## src/rtl/mips_main_control_fsm_if.sv

```systemverilog
// ---------------------------------------------------------------------------
// mips_main_control_fsm_if
//
// Bundle of everything that passes between the multicycle main control FSM
// and the 32-bit MIPS datapath. The clock and reset are not part of the bundle.
//
//   Datapath -> control : Opcode[5:0] (IR[31:26]), Zero (ALU zero flag),
//                         mem_ready (memory completes its access this cycle)
//   Control -> datapath : PCEn, IorD, MemRead, MemWrite, IRWrite, MemtoReg,
//                         RegDst, RegWrite, ALUSrcA, ALUSrcB[1:0], AluOp1,
//                         AluOp0, PCSource[1:0], illegal_op, state[3:0] (debug)
//
// Modports: master = control FSM side, slave = datapath side.
// ---------------------------------------------------------------------------
interface mips_main_control_fsm_if;
    logic [5:0] Opcode;
    logic       Zero;
    logic       mem_ready;

    logic       PCEn;
    logic       IorD;
    logic       MemRead;
    logic       MemWrite;
    logic       IRWrite;
    logic       MemtoReg;
    logic       RegDst;
    logic       RegWrite;
    logic       ALUSrcA;
    logic [1:0] ALUSrcB;
    logic       AluOp1;
    logic       AluOp0;
    logic [1:0] PCSource;
    logic       illegal_op;
    logic [3:0] state;

    modport master (
        input  Opcode, Zero, mem_ready,
        output PCEn, IorD, MemRead, MemWrite, IRWrite, MemtoReg, RegDst,
               RegWrite, ALUSrcA, ALUSrcB, AluOp1, AluOp0, PCSource,
               illegal_op, state
    );

    modport slave (
        output Opcode, Zero, mem_ready,
        input  PCEn, IorD, MemRead, MemWrite, IRWrite, MemtoReg, RegDst,
               RegWrite, ALUSrcA, ALUSrcB, AluOp1, AluOp0, PCSource,
               illegal_op, state
    );
endinterface

```

## src/rtl/mips_main_control_fsm.sv

```systemverilog
// ---------------------------------------------------------------------------
// mips_main_control_fsm
//
// Multicycle main control unit for the 32-bit MIPS datapath. Each instruction
// walks FETCH -> DECODE -> (execute / memory / writeback) -> FETCH. The memory
// states FETCH, MEMRD and MEMWR stall until mem_ready.
//
// Ports:
//   clk    : system clock, rising edge
//   rst_n  : asynchronous active-low reset (forces FETCH, all strobes 0)
//   bus    : mips_main_control_fsm_if.master (opcode/flags in, strobes out)
//
// Optional feature: define BNE_EN to accept bne (opcode 000101). It shares
// the BRANCH state with beq; the branch condition is inverted for bne.
//
// State-derived controls are registered (loaded from the next state). The
// strobes that the datapath must see in the same cycle as mem_ready or Zero
// (IRWrite, PCEn) and the illegal_op pulse are qualified combinationally.
// ---------------------------------------------------------------------------
module mips_main_control_fsm (
    input  logic                           clk,
    input  logic                           rst_n,
    mips_main_control_fsm_if.master        bus
);

    typedef enum logic [3:0] {
        S_FETCH  = 4'd0,
        S_DECODE = 4'd1,
        S_MEMADR = 4'd2,
        S_MEMRD  = 4'd3,
        S_MEMWB  = 4'd4,
        S_MEMWR  = 4'd5,
        S_EXEC   = 4'd6,
        S_ALUWB  = 4'd7,
        S_BRANCH = 4'd8,
        S_ADDIEX = 4'd9,
        S_ADDIWB = 4'd10,
        S_JUMP   = 4'd11
    } state_t;

    localparam logic [5:0] OP_RTYPE = 6'b000000;
    localparam logic [5:0] OP_LW    = 6'b100011;
    localparam logic [5:0] OP_SW    = 6'b101011;
    localparam logic [5:0] OP_BEQ   = 6'b000100;
    localparam logic [5:0] OP_ADDI  = 6'b001000;
    localparam logic [5:0] OP_J     = 6'b000010;
`ifdef BNE_EN
    localparam logic [5:0] OP_BNE   = 6'b000101;
`endif

    // Per-state control word. pc_write_fetch is the FETCH PC increment that
    // only takes effect in the mem_ready cycle; pc_write_cond is the branch
    // update that depends on the branch outcome.
    typedef struct packed {
        logic       ior_d;
        logic       mem_read;
        logic       mem_write;
        logic       ir_write;
        logic       mem_to_reg;
        logic       reg_dst;
        logic       reg_write;
        logic       alu_src_a;
        logic [1:0] alu_src_b;
        logic [1:0] alu_op;
        logic [1:0] pc_source;
        logic       pc_write;
        logic       pc_write_fetch;
        logic       pc_write_cond;
    } ctrl_t;

    function automatic ctrl_t ctrl_for(input state_t s);
        ctrl_t c;
        c = '0;
        case (s)
            S_FETCH: begin
                c.mem_read       = 1'b1;
                c.ir_write       = 1'b1;
                c.pc_write_fetch = 1'b1;
                c.alu_src_b      = 2'b01;
            end
            S_DECODE: begin
                c.alu_src_b = 2'b11;
            end
            S_MEMADR: begin
                c.alu_src_a = 1'b1;
                c.alu_src_b = 2'b10;
            end
            S_MEMRD: begin
                c.mem_read = 1'b1;
                c.ior_d    = 1'b1;
            end
            S_MEMWB: begin
                c.reg_write  = 1'b1;
                c.mem_to_reg = 1'b1;
            end
            S_MEMWR: begin
                c.mem_write = 1'b1;
                c.ior_d     = 1'b1;
            end
            S_EXEC: begin
                c.alu_src_a = 1'b1;
                c.alu_op    = 2'b10;
            end
            S_ALUWB: begin
                c.reg_write = 1'b1;
                c.reg_dst   = 1'b1;
            end
            S_BRANCH: begin
                c.alu_src_a     = 1'b1;
                c.alu_op        = 2'b01;
                c.pc_source     = 2'b01;
                c.pc_write_cond = 1'b1;
            end
            S_ADDIEX: begin
                c.alu_src_a = 1'b1;
                c.alu_src_b = 2'b10;
            end
            S_ADDIWB: begin
                c.reg_write = 1'b1;
            end
            S_JUMP: begin
                c.pc_source = 2'b10;
                c.pc_write  = 1'b1;
            end
            default: c = '0;
        endcase
        return c;
    endfunction

    state_t state_reg;
    state_t state_next;
    ctrl_t  ctrl_reg;
    logic   opcode_legal;
    logic   branch_taken;
    logic   state_valid;
    logic   strobe_en;

    always_comb begin
        opcode_legal = 1'b0;
        case (bus.Opcode)
            OP_RTYPE, OP_LW, OP_SW, OP_BEQ, OP_ADDI, OP_J: opcode_legal = 1'b1;
`ifdef BNE_EN
            OP_BNE:                                        opcode_legal = 1'b1;
`endif
            default:                                       opcode_legal = 1'b0;
        endcase
    end

    always_comb begin
        state_next = S_FETCH;
        case (state_reg)
            S_FETCH:  state_next = bus.mem_ready ? S_DECODE : S_FETCH;
            S_DECODE: begin
                case (bus.Opcode)
                    OP_LW, OP_SW: state_next = S_MEMADR;
                    OP_RTYPE:     state_next = S_EXEC;
                    OP_BEQ:       state_next = S_BRANCH;
`ifdef BNE_EN
                    OP_BNE:       state_next = S_BRANCH;
`endif
                    OP_ADDI:      state_next = S_ADDIEX;
                    OP_J:         state_next = S_JUMP;
                    default:      state_next = S_FETCH;
                endcase
            end
            S_MEMADR: begin
                if (bus.Opcode == OP_LW)
                    state_next = S_MEMRD;
                else if (bus.Opcode == OP_SW)
                    state_next = S_MEMWR;
                else
                    state_next = S_FETCH;
            end
            S_MEMRD:  state_next = bus.mem_ready ? S_MEMWB : S_MEMRD;
            S_MEMWB:  state_next = S_FETCH;
            S_MEMWR:  state_next = bus.mem_ready ? S_FETCH : S_MEMWR;
            S_EXEC:   state_next = S_ALUWB;
            S_ALUWB:  state_next = S_FETCH;
            S_BRANCH: state_next = S_FETCH;
            S_ADDIEX: state_next = S_ADDIWB;
            S_ADDIWB: state_next = S_FETCH;
            S_JUMP:   state_next = S_FETCH;
            default:  state_next = S_FETCH;
        endcase
    end

    // Controls are loaded from the state being entered, so they line up with
    // state_reg in the following cycle.
    always_ff @(posedge clk or negedge rst_n) begin
        if (!rst_n) begin
            state_reg <= S_FETCH;
            ctrl_reg  <= ctrl_for(S_FETCH);
        end else begin
            state_reg <= state_next;
            ctrl_reg  <= ctrl_for(state_next);
        end
    end

`ifdef BNE_EN
    assign branch_taken = (bus.Opcode == OP_BNE) ? ~bus.Zero : bus.Zero;
`else
    assign branch_taken = bus.Zero;
`endif

    // A corrupted state code (12-15) must not issue any strobe, even though
    // the registered control word may still hold an older state's values.
    assign state_valid = (state_reg <= S_JUMP);
    assign strobe_en   = rst_n & state_valid;

    assign bus.PCEn       = strobe_en & (ctrl_reg.pc_write
                                       | (ctrl_reg.pc_write_fetch & bus.mem_ready)
                                       | (ctrl_reg.pc_write_cond & branch_taken));
    assign bus.IRWrite    = strobe_en & ctrl_reg.ir_write & bus.mem_ready;
    assign bus.MemRead    = strobe_en & ctrl_reg.mem_read;
    assign bus.MemWrite   = strobe_en & ctrl_reg.mem_write;
    assign bus.RegWrite   = strobe_en & ctrl_reg.reg_write;
    assign bus.illegal_op = rst_n & (state_reg == S_DECODE) & ~opcode_legal;

    assign bus.IorD     = ctrl_reg.ior_d;
    assign bus.MemtoReg = ctrl_reg.mem_to_reg;
    assign bus.RegDst   = ctrl_reg.reg_dst;
    assign bus.ALUSrcA  = ctrl_reg.alu_src_a;
    assign bus.ALUSrcB  = ctrl_reg.alu_src_b;
    assign bus.AluOp1   = ctrl_reg.alu_op[1];
    assign bus.AluOp0   = ctrl_reg.alu_op[0];
    assign bus.PCSource = ctrl_reg.pc_source;
    assign bus.state    = state_reg;

endmodule

```

## src/flat_wrapper.sv

```systemverilog
// flat-port wrapper written by rule: the top's interface ports become plain ports
module mips_main_control_fsm_flat 
  (clk, rst_n, bus_Opcode, bus_Zero, bus_mem_ready, bus_PCEn, bus_IorD, bus_MemRead, bus_MemWrite, bus_IRWrite, bus_MemtoReg, bus_RegDst, bus_RegWrite, bus_ALUSrcA, bus_ALUSrcB, bus_AluOp1, bus_AluOp0, bus_PCSource, bus_illegal_op, bus_state);
  mips_main_control_fsm_if bus_i ();
  input  logic clk;
  input  logic rst_n;
  input wire logic [$bits(bus_i.Opcode)-1:0] bus_Opcode;
  input wire logic [$bits(bus_i.Zero)-1:0] bus_Zero;
  input wire logic [$bits(bus_i.mem_ready)-1:0] bus_mem_ready;
  output wire logic [$bits(bus_i.PCEn)-1:0] bus_PCEn;
  output wire logic [$bits(bus_i.IorD)-1:0] bus_IorD;
  output wire logic [$bits(bus_i.MemRead)-1:0] bus_MemRead;
  output wire logic [$bits(bus_i.MemWrite)-1:0] bus_MemWrite;
  output wire logic [$bits(bus_i.IRWrite)-1:0] bus_IRWrite;
  output wire logic [$bits(bus_i.MemtoReg)-1:0] bus_MemtoReg;
  output wire logic [$bits(bus_i.RegDst)-1:0] bus_RegDst;
  output wire logic [$bits(bus_i.RegWrite)-1:0] bus_RegWrite;
  output wire logic [$bits(bus_i.ALUSrcA)-1:0] bus_ALUSrcA;
  output wire logic [$bits(bus_i.ALUSrcB)-1:0] bus_ALUSrcB;
  output wire logic [$bits(bus_i.AluOp1)-1:0] bus_AluOp1;
  output wire logic [$bits(bus_i.AluOp0)-1:0] bus_AluOp0;
  output wire logic [$bits(bus_i.PCSource)-1:0] bus_PCSource;
  output wire logic [$bits(bus_i.illegal_op)-1:0] bus_illegal_op;
  output wire logic [$bits(bus_i.state)-1:0] bus_state;
  assign bus_i.Opcode = bus_Opcode;
  assign bus_i.Zero = bus_Zero;
  assign bus_i.mem_ready = bus_mem_ready;
  assign bus_PCEn = bus_i.PCEn;
  assign bus_IorD = bus_i.IorD;
  assign bus_MemRead = bus_i.MemRead;
  assign bus_MemWrite = bus_i.MemWrite;
  assign bus_IRWrite = bus_i.IRWrite;
  assign bus_MemtoReg = bus_i.MemtoReg;
  assign bus_RegDst = bus_i.RegDst;
  assign bus_RegWrite = bus_i.RegWrite;
  assign bus_ALUSrcA = bus_i.ALUSrcA;
  assign bus_ALUSrcB = bus_i.ALUSrcB;
  assign bus_AluOp1 = bus_i.AluOp1;
  assign bus_AluOp0 = bus_i.AluOp0;
  assign bus_PCSource = bus_i.PCSource;
  assign bus_illegal_op = bus_i.illegal_op;
  assign bus_state = bus_i.state;
  mips_main_control_fsm u_core (.clk(clk), .rst_n(rst_n), .bus(bus_i));
endmodule
```

## config.mk

```make
export PLATFORM = sky130hd
export DESIGN_NAME = mips_main_control_fsm_flat
export DESIGN_NICKNAME = d
export VERILOG_FILES = /design/src/rtl/mips_main_control_fsm_if.sv /design/src/rtl/mips_main_control_fsm.sv /design/src/flat_wrapper.sv
export SDC_FILE = /design/constraint.sdc
export NUM_CORES = 1
export LEC_CHECK = 0
export CAP_MARGIN = 5
export CORE_ASPECT_RATIO = 1.25
export CORE_MARGIN = 8
export CORE_UTILIZATION = 46
export CTS_CLUSTER_SIZE = 30
export DETAILED_ROUTE_END_ITERATION = 10
export GPL_ROUTABILITY_DRIVEN = 0
export GPL_TIMING_DRIVEN = 0
export MAX_ROUTING_LAYER = met4
export PLACE_DENSITY_LB_ADDON = 0.05
export RECOVER_POWER = 50
export SYNTH_ARGS = -nofsm -noshare
export SYNTH_HDL_FRONTEND = slang
export SYNTH_SLANG_ARGS = --single-unit
```

## constraint.sdc

```tcl
create_clock -name clk -period 2.4 [get_ports clk]
set_input_delay 0.24 -clock clk [delete_from_list [all_inputs] [get_ports clk]]
set_output_delay 0.24 -clock clk [all_outputs]
set_load 0.03 [all_outputs]
```

==> results by group, run 1 <==
Layout
  – Share of layout cells above drive strength 1: 19.4%
  – Max reg flops: 5
  – Area added between synthesis and finish: 32.8%
  – Final core utilization: 63.5%
  – Antenna diodes: 0
  – Most frequent cells in the layout: clkdlybuf4s50_1, dfrtp_1, nor2_1
  – NumNets Final: 145
  – Most common cell after layout, fill and taps aside: clkdlybuf4s50_1

Detailed routing
  – Post-route ant nets: 0
  – Routed WL: 2.42 mm
  – Routed WL per cell: 14.6 um
  – Post-route DRC: 0
  – DRT Pass-1 Iters: 4
  – Initial DRC count: 7
  – Vias: 880
  – Vias per cell: 5.33

Timing
  – Setup TNS: 0 ns
  – Final setup fails: 0
  – Final Max Slew Viols: 0
  – Slew @ Worst Pin: 0.706 ns
  – RSZ-0062 raised after global routing: no
  – Hold Fails Final Rpt: 0
  – Crit share post-route: 93.3%
  – Fmax: 447 MHz
  – Minimum clock period: 2.24 ns
  – Normalized max-slew margin: 52.8%
  – Clock skew: 0.00988 ns

Floorplan
  – Die W: 58.4 um
  – Die area: 4030 um2
  – Core area: 2160 um2
  – Initial core utilization: 47.8%
  – I/O pins: 30
  – Std cell rows: 19
  – Die Ht: 69.0 um

Clock network
  – TritonCTS clock tree: done
  – Total clock sinks: 19
  – Setup bufs post-CTS: 0
  – Htree depth: 1
  – Worst-path clk slew: 0.10 ns
  – Skew-Pair Late Insertion Delay: 0.31 ns
  – Max Root-Sink Buffers: 2
  – CTS buffer count: 3
  – Root buf cell: clkbuf_4

GRT
  – All-Layer GR Usage: 13.5%
  – First-pass GRT wire length: 4.23 mm
  – Via count of the first global-routing pass: 866
  – Antenna violations before repair: 0
  – Total grt overflow: 0
  – Largest net degree at the start of global routing: 17

Synth
  – Library cells used by synthesis: 46
  – Seq/Total Area, Yosys: 46.3%
  – FF+latch count, synth: 19
  – Top_reg_cell synth: dfrtp_1
  – Ys async rst share: 100%
  – Mean Syn Cell Area: 10.1 um2
  – YS warnings: 0
  – Syn Nets: 112
  – Mapped Cells: 102
  – Synth Cell Area: 1030 um2
  – EDFF count, synth: 0

Critical path
  – Startpoint Class: flip-flop
  – Worst Setup End Kind: primary output
  – CP Max Fanout: 10
  – Required @ worst endpoint: 2.16 ns
  – Crit path DAT: 2.00 ns
  – Setup CP Type: flip-flop to primary output

Placement
  – Count of input and output buffers: 27
  – Post-DP HPWL: 1.75 mm

Power and ir drop
  – Pwr Density: 567 nW/um2
  – Leak: 0.000626 uW
  – VDD IR max: 0.487 mV

Job
  – Max-cap violations: 0

Min path
  – Hold crit path type: input pin to async pin

Outcome
  – Outcome: finished, final reports clean
## final cells by class
cell class | instances | area (um2)
clock buffers | 3 | 22.5
multi-input cells | 71 | 490
clock inverters | 1 | 5.00
repair buffers | 28 | 269
fillers | 183 | 790
plain buffers | 10 | 61.3
flip-flops and latches | 19 | 479
well taps | 31 | 38.8
inverters | 2 | 7.51
## Yosys cell counts, drive strengths merged, types with 3 or more instances
| cell type | count | area share (%) |
|---|---|---|
| and2 | 5 | 3.0 |
| buf | 6 | 4.5 |
| clkbuf | 4 | 1.5 |
| dfrtp | 16 | 39 |
| dfstp | 3 | 7.6 |
| nand2 | 5 | 2.1 |
| nand2b | 6 | 4.1 |
| nor2 | 8 | 2.9 |
| nor3 | 4 | 1.9 |
| nor3b | 3 | 2.2 |
| o21ai | 3 | 1.5 |
## timing repair
action	4_1_cts	5_1_grt
setup endpoints to repair	6	6
resized for setup	6	3
hold endpoints to repair	16	0
gates cloned	0	0
hold buffers	1	0
pin swaps	0	0
## worst max-delay path, stage by stage (launching register included)
cell and delay, ns:
dfrtp_1 0.43, buf_2 0.20, a21boi_2 0.23, and3_1 0.17, clkdlybuf4s50_1 0.67
## kinds of logic after synthesis
group                  count (synthesis)  share of synthesized area, %
AND/OR/NAND/NOR                       50                          31.8
flip-flops                            19                          46.3
AO/OA/AOI/OAI                         18                          12.6
multiplexers                           1                         0.967
XOR/XNOR                               2                          1.69
buffers and inverters                 12                          6.65
## routing by layer
| layer | routed length, um | part of all wire, % | vias to the layer above | track usage, % |
|---|---|---|---|---|
| li1 | - | - | 425 | - |
| met1 | 1100 | 46 | 424 | 16.2 |
| met2 | 1170 | 48 | 26 | 20.8 |
| met3 | 105 | 4.3 | 5 | 3.53 |
| met4 | 39 | 1.6 | 0 | 5.46 |
| met5 | 0 | 0 | - | - |
## worst paths after layout
kind / startpoint / to / slack (ns) / depth (start not counted)
max: u_core.bus.state[2] / bus_IRWrite / 0.16 / 4
min in group clk: bus_Opcode[1] / u_core.bus.AluOp1 / 0.43 / 3
max reg2reg: u_core.bus.state[1] / u_core.bus.ALUSrcA / 0.27 / 6
min reg2reg: u_core.bus.state[2] / u_core.bus.AluOp1 / 0.64 / 2
min: rst_n / u_core.ctrl_reg[13] / 0.08 / 1
max in group asynchronous: rst_n / u_core.bus.ALUSrcB[1] / 1.18 / 2
## through the flow
| stage | power (uW) | instance area, um2 | setup slack [ns] | hold WS, ns | instances |
|---|---|---|---|---|---|
| 2_1_floorplan | 532 | 1030 | 0.231 | -0.0556 | 102 |
| 3_3_place_gp | 619 | 1340 | -0.562 | 0.634 | 160 |
| 3_5_place_dp | 623 | 1340 | -0.577 | 0.636 | 160 |
| 4_1_cts | 788 | 1380 | 0.0168 | 0.0488 | 165 |
| 5_1_grt | 820 | 1370 | 0.0314 | 0.109 | 165 |
| 6_report | 780 | 1370 | 0.161 | 0.0755 | 165 |
## power by group
part | leakage, uW | switching, uW | internal (uW)
logic | 0.000357 | 137 | 113
clock network | 0.0000177 | 104 | 62.3
registers | 0.000251 | 11.3 | 352
Power figures use the tool's default switching activity.
==> run 2, diff against run 1 <==
--- a/config.mk
+++ b/config.mk
@@ -6,7 +6,6 @@
 export NUM_CORES = 1
 export LEC_CHECK = 0
 export CAP_MARGIN = 5
-export CORE_ASPECT_RATIO = 1.25
 export CORE_MARGIN = 8
 export CORE_UTILIZATION = 46
 export CTS_CLUSTER_SIZE = 30
==> run 2 against run 1 <==
Register-to-register slack hardly changed. Sequential cell count stayed put. Total power is 0.12% higher. Critical path depth stayed put. Via count is 1.1% lower. Non-clock buffer count stayed put. Wire length is 2.9% lower. Clock skew is 0.0061 ns lower. Design area is 0.18% higher. Largest power group unchanged.
==> results by group, run 2 (synthesis gave the netlist of run 1 again) <==
Detailed routing
  – Routed WL per cell: 14.5 um (-1.1%)
  – Routed WL: 2.35 mm (-2.9%)
  – DRT Pass-1 Iters: 5 (+1)
  – Initial DRC count: 17 (+10)
  – Vias: 870 (-1.1%)
  – Post-route DRC: 0 (unchanged)
  – Vias per cell: 5.37 (+0.69%)
  – Post-route ant nets: 0 (unchanged)

Timing
  – Normalized max-slew margin: 51.6% (-1.2 points)
  – Hold slack: 0.0700 ns (-0.00556 ns)
  – RSZ-0062 raised after global routing: no
  – Fmax: 442 MHz (-1.1%)
  – Final setup fails: 0 (unchanged)
  – Crit share post-route: 94.4% (+1.1 points)
  – Clock skew: 0.00373 ns (-0.00615 ns)
  – Slew @ Worst Pin: 0.718 ns (+0.0128 ns)
  – Final Max Slew Viols: 0 (unchanged)
  – Minimum clock period: 2.26 ns (+0.0256 ns)
  – Hold Fails Final Rpt: 0 (unchanged)

Critical path
  – Worst Setup End Kind: primary output
  – Buf/Inv on CP: 2 (unchanged)
  – Setup CP Type: flip-flop to primary output
  – Crit path DAT: 2.02 ns (+0.02 ns)
  – Slowest stage delay, CP: 0.66 ns (about the same)
  – CP max-delay cell: clkdlybuf4s50_1
  – CP Max Fanout: 10 (unchanged)
  – Crit-path leading delay family: buffers and inverters
  – CP Cell Sequence: buf_2 > a21boi_2 > and3_1 > clkdlybuf4s50_1
  – R2r startpoint: u_core.bus.state[1]
  – Critical Path Source: u_core.bus.state[2]
  – Required @ worst endpoint: 2.16 ns (about the same)
  – Startpoint Class: flip-flop

Floorplan
  – Initial core utilization: 47.7% (-0.14 points)
  – Die Ht: 63.4 um (-8.1%)
  – Die area: 4020 um2 (-0.23%)
  – Std cell rows: 17 (-2)
  – Die W: 63.4 um (+8.6%)
  – Core area: 2170 um2 (+0.29%)
  – I/O pins: 30 (unchanged)

Power and ir drop
  – Leak: 0.000628 uW (+0.40%)
  – Switching Fraction: 32.3% (-0.056 points)
  – Clock Power Share: 21.1% (-0.2 points)
  – Total Power: 781 uW (+0.12%)
  – Share of power burned in registers: 46.3% (-0.3 points)
  – Combinational share of power: 32.5% (+0.4 points)
  – P_sw: 252 uW (about the same)
  – Cell Int Power: 529 uW (+0.20%)
  – Pwr Density: 567 nW/um2 (about the same)
  – VDD IR max: 0.428 mV (-12%)

Layout
  – Design Area, Final: 1380 um2 (+0.18%)
  – Area added between synthesis and finish: 33.0%
  – NumNets Final: 145 (unchanged)
  – Most frequent cells in the layout: clkdlybuf4s50_1, dfrtp_1, nor2_1
  – Final core utilization: 63.4% (-0.068 points)
  – Most common cell after layout, fill and taps aside: clkdlybuf4s50_1
  – Fillers: 197 (+7.7%)
  – Max reg flops: 5 (unchanged)
  – Final Non-Filler Cells: 162 (-1.8%)
  – Share of layout cells above drive strength 1: 20.1% (+0.75 points)
  – Antenna diodes: 0 (unchanged)

GRT
  – Largest net degree at the start of global routing: 17 (unchanged)
  – Total grt overflow: 0 (unchanged)
  – Via count of the first global-routing pass: 835 (-3.6%)
  – All-Layer GR Usage: 12.1% (-1.4 points)
  – First-pass GRT wire length: 3.88 mm (-8.2%)
  – Antenna violations before repair: 0 (unchanged)

Clock network
  – Skew-Pair Late Insertion Delay: 0.30 ns (about the same)
  – TritonCTS clock tree: done
  – Htree depth: 1 (unchanged)
  – CTS buffer count: 3 (unchanged)
  – Root buf cell: clkbuf_4
  – Worst-path clk slew: 0.11 ns (about the same)
  – Max Root-Sink Buffers: 2 (unchanged)
  – Total clock sinks: 19 (unchanged)

Placement
  – Post-DP HPWL: 1.68 mm (-4.1%)
  – Count of input and output buffers: 27 (unchanged)
  – Placed cell count: 157 (-1.9%)
  – Placed standard-cell area: 1340 um2 (-0.28%)

Job
  – Max-cap violations: 0 (unchanged)

Min path
  – Hold crit path type: input pin to async pin

Outcome
  – Outcome: finished, final reports clean
run 2: cell counts in the layout (fill, tap and decap cells not counted):
No cell type changed its count.
run 2: worst paths after layout:
path                            depth (start not counted)  slack (ns)                    end
worst max-delay path                                    4        0.14            bus_IRWrite
worst min-delay path                                    1        0.07    u_core.ctrl_reg[13]
worst max register to register                          6        0.26     u_core.bus.ALUSrcA
worst min register to register                          2        0.65      u_core.bus.AluOp1
max in group asynchronous                               2        1.18  u_core.bus.ALUSrcB[1]
min in group clk                                        3        0.44      u_core.bus.AluOp1
run 2: worst register-to-register path, cell delays in order (launching register included):
cell	delay (ns)
dfrtp_1	0.41
clkbuf_1	0.22
or4b_1	0.54
nor3_1	0.33
a211o_1	0.27
nand2b_2	0.16
mux2i_1	0.07
run 2: power groups by stage:
stage                     Sequential (uW)  Combinational [uW]  Clock (uW)
after floorplan                       384                 148           0
after global placement                368                 251           0
after detailed placement              368                 253           0
after CTS                             362                 256         170
after global routing                  365                 273         179
final                                 362                 254         165
run 2: per-stage QoR:
step | setup WS (ns) | setup TNS, ns
after floorplan | 0.231 | 0
after global placement | -0.608 | -3.26
after detailed placement | -0.637 | -3.37
after CTS | 0.0182 | 0
after global routing | 0.0513 | 0
final | 0.135 | 0
run 2: repair_timing:
action / CTS / global route
setup endpoints to repair: 6 / 6
buffers inserted: 0 / 0
hold buffers: 1 / 0
resized for setup: 6 / 4
gates cloned: 0 / 0
hold endpoints to repair: 16 / 0
run 2: metal layers:
metal	wire (um)	GRT usage (%)
met5	0	-
met2	1090	18.3
met1	1040	14.8
met3	187	4.24
met4	27	4.18
run 2: layout make-up:
class / count / area [um2] / share of cell area [%]
well taps: 28 / 35.0 / 2.55
inverters: 2 / 7.51 / 0.545
clock buffers: 3 / 22.5 / 1.64
multi-input cells: 71 / 497 / 36.1
plain buffers: 10 / 61.3 / 4.45
flip-flops and latches: 19 / 479 / 34.8
repair buffers: 28 / 269 / 19.5
clock inverters: 1 / 5.00 / 0.364
==> run 3, diff against run 2 <==
--- a/config.mk
+++ b/config.mk
@@ -12,9 +12,11 @@
 export DETAILED_ROUTE_END_ITERATION = 10
 export GPL_ROUTABILITY_DRIVEN = 0
 export GPL_TIMING_DRIVEN = 0
+export HOLD_SLACK_MARGIN = 0.05
 export MAX_ROUTING_LAYER = met4
 export PLACE_DENSITY_LB_ADDON = 0.05
 export RECOVER_POWER = 50
+export REMOVE_ABC_BUFFERS = 1
 export SYNTH_ARGS = -nofsm -noshare
 export SYNTH_HDL_FRONTEND = slang
 export SYNTH_SLANG_ARGS = --single-unit
==> run 3 against run 2 <==
Clock skew is 0.0038 ns higher. Via count is 6.3% lower. First-iteration DRC count is 5.9% higher. Core utilization is 1.8 points lower. Critical path type is now input pin to primary output. Sequential power is 3% higher. Total power is 2.5% lower.
==> results by group, run 3 (synthesis gave the netlist of run 1 again) <==
Floorplan
  – Die area: 4020 um2 (unchanged)
  – Die W: 63.4 um (unchanged)
  – Die Ht: 63.4 um (unchanged)
  – Core area: 2170 um2 (unchanged)
  – Initial core utilization: 47.7% (unchanged)
  – I/O pins: 30 (unchanged)
  – Std cell rows: 17 (unchanged)

Power and ir drop
  – Clock Power Share: 20.9% (-0.2 points)
  – Share of power burned in registers: 49.1% (+2.8 points)
  – Pwr Density: 569 nW/um2 (+0.32%)
  – VDD IR max: 0.532 mV (+24%)
  – Cell Int Power: 519 uW (-1.9%)
  – Switching Fraction: 31.8% (-0.44 points)
  – P_sw: 242 uW (-3.8%)
  – Combinational share of power: 29.9% (-2.6 points)
  – Leak: 0.000604 uW (-3.9%)

Layout
  – Fillers: 200 (+1.5%)
  – Reg area: 479 um2 (unchanged)
  – NumNets Final: 137 (-5.5%)
  – Max reg flops: 5 (unchanged)
  – Final core utilization: 61.6% (-1.8 points)
  – Most common cell after layout, fill and taps aside: clkdlybuf4s50_1
  – Antenna diodes: 0 (unchanged)
  – Most frequent cells in the layout: clkdlybuf4s50_1, dfrtp_1, nor2_1
  – Area added between synthesis and finish: 29.3%
  – Footprint of the multi-input gates: 490 um2 (-1.3%)
  – Share of layout cells above drive strength 1: 15.9% (-4.3 points)

Timing
  – Final Max Slew Viols: 0 (unchanged)
  – Minimum clock period: 2.34 ns (+0.0709 ns)
  – Final setup fails: 0 (unchanged)
  – Final WS setup: 0.0643 ns (-0.0709 ns)
  – Slew @ Worst Pin: 0.711 ns (-0.00727 ns)
  – RSZ-0062 raised after global routing: no
  – Normalized max-slew margin: 52.1% (+0.49 points)
  – Fmax: 428 MHz (-3.0%)
  – Hold Fails Final Rpt: 0 (unchanged)
  – Clock skew: 0.00754 ns (+0.00381 ns)
  – Crit share post-route: 97.3% (+3.0 points)

Detailed routing
  – Routed WL per cell: 14.7 um (+1.5%)
  – Vias per cell: 5.29 (-1.5%)
  – Routed WL: 2.26 mm (-3.5%)
  – Initial DRC count: 18 (+1)
  – Post-route ant nets: 0 (unchanged)
  – Post-route DRC: 0 (unchanged)
  – DRT Pass-1 Iters: 5 (unchanged)
  – Vias: 815 (-6.3%)

GRT
  – First-pass GRT wire length: 3.82 mm (-1.8%)
  – Antenna violations before repair: 0 (unchanged)
  – All-Layer GR Usage: 11.9% (-0.27 points)
  – Total grt overflow: 0 (unchanged)
  – Largest net degree at the start of global routing: 17 (unchanged)
  – Via count of the first global-routing pass: 789 (-5.5%)

Placement
  – Pre-CTS setup slack: -0.604 ns (+0.0321 ns)
  – Post-DP HPWL: 1.62 mm (-3.7%)
  – Count of input and output buffers: 29 (+7.4%)

Clock network
  – CTS buffer count: 3 (unchanged)
  – Total clock sinks: 19 (unchanged)
  – Htree depth: 1 (unchanged)
  – Max Root-Sink Buffers: 2 (unchanged)
  – Setup bufs post-CTS: 0 (unchanged)
  – Skew-Pair Late Insertion Delay: 0.30 ns (about the same)
  – TritonCTS clock tree: done
  – Root buf cell: clkbuf_4
  – Worst-path clk slew: 0.10 ns (about the same)

Critical path
  – Setup CP Type: input pin to primary output
  – CP Max Fanout: 5 (-5)
  – Register-to-Register Path Depth: 5 (-1)
  – Crit path DAT: 2.10 ns (+0.08 ns)
  – Flop-to-flop setup slack: 0.31 ns (+0.05 ns)
  – Startpoint Class: input pin
  – Required @ worst endpoint: 2.16 ns (about the same)
  – Worst Setup End Kind: primary output

Job
  – Max-cap violations: 0 (unchanged)

Outcome
  – Outcome: finished, final reports clean

Min path
  – Hold crit path type: input pin to async pin
## run 3: cell count changes in the layout (fill, tap and decap cells not counted), sizes merged
| cell | delta |
|---|---|
| buf | -6 |
| dlymetal6s2s | +1 |
| clkdlybuf4s50 | +1 |
| clkbuf | -5 |
| clkdlybuf4s15 | +1 |
## run 3: metrics by stage
stage	cells	setup TNS, ns	hold WS [ns]	total power [uW]	cell area (um2)
floorplan	92	0	-0.0556	515	973
global placement	149	-3.15	0.724	607	1300
detailed placement	149	-3.19	0.714	610	1300
CTS	154	0	0.0529	772	1340
global route	154	0	0.110	799	1340
finish	154	0	0.0834	761	1340
## run 3: critical path: stages
cell and delay, ns:
clkdlybuf4s50_1 0.47, or4_1 0.59, or3_1 0.37, nand3_1 0.10
a211oi_1 0.05, clkdlybuf4s15_2 0.29
## run 3: timing repair
| item | in CTS | in global routing |
|---|---|---|
| pin swaps | 0 | 0 |
| hold endpoints to repair | 16 | 0 |
| hold buffers | 1 | 0 |
| resized for setup | 8 | 2 |
| endpoints found under the setup margin | 6 | 6 |
## run 3: final timing paths
kind                                      from                  end
max                              bus_Opcode[0]       bus_illegal_op
min                                      rst_n  u_core.ctrl_reg[13]
max reg2reg                u_core.bus.state[2]   u_core.bus.ALUSrcA
min reg2reg                u_core.bus.state[1]  u_core.bus.MemtoReg
max in group asynchronous                rst_n      u_core.bus.IorD
min in group clk                 bus_Opcode[2]    u_core.bus.AluOp1
## run 3: layer usage
layer / vias up / wire [um] / track usage (%)
met4: 0 / 23 / 4.18
met2: 25 / 976 / 17.2
met5: - / 0 / -
met3: 4 / 147 / 3.89
met1: 377 / 1120 / 15.1
li1: 409 / - / -
## run 3: layout make-up
cell class / count / share of cell area (%)
multi-input combinational: 71 / 36.7
sequential: 19 / 35.8
timing repair buffer: 30 / 22.3
tap: 28 / 2.62
clock buffer: 3 / 1.68
inverter: 2 / 0.561
clock inverter: 1 / 0.374
## run 3: power by group through the flow
stage          combinational [uW]  clock (uW)  sequential, uW
2_1_floorplan                 110           0             405
3_3_place_gp                  228           0             379
3_5_place_dp                  230           0             380
4_1_cts                       233         165             374
5_1_grt                       245         175             380
6_report                      228         159             374
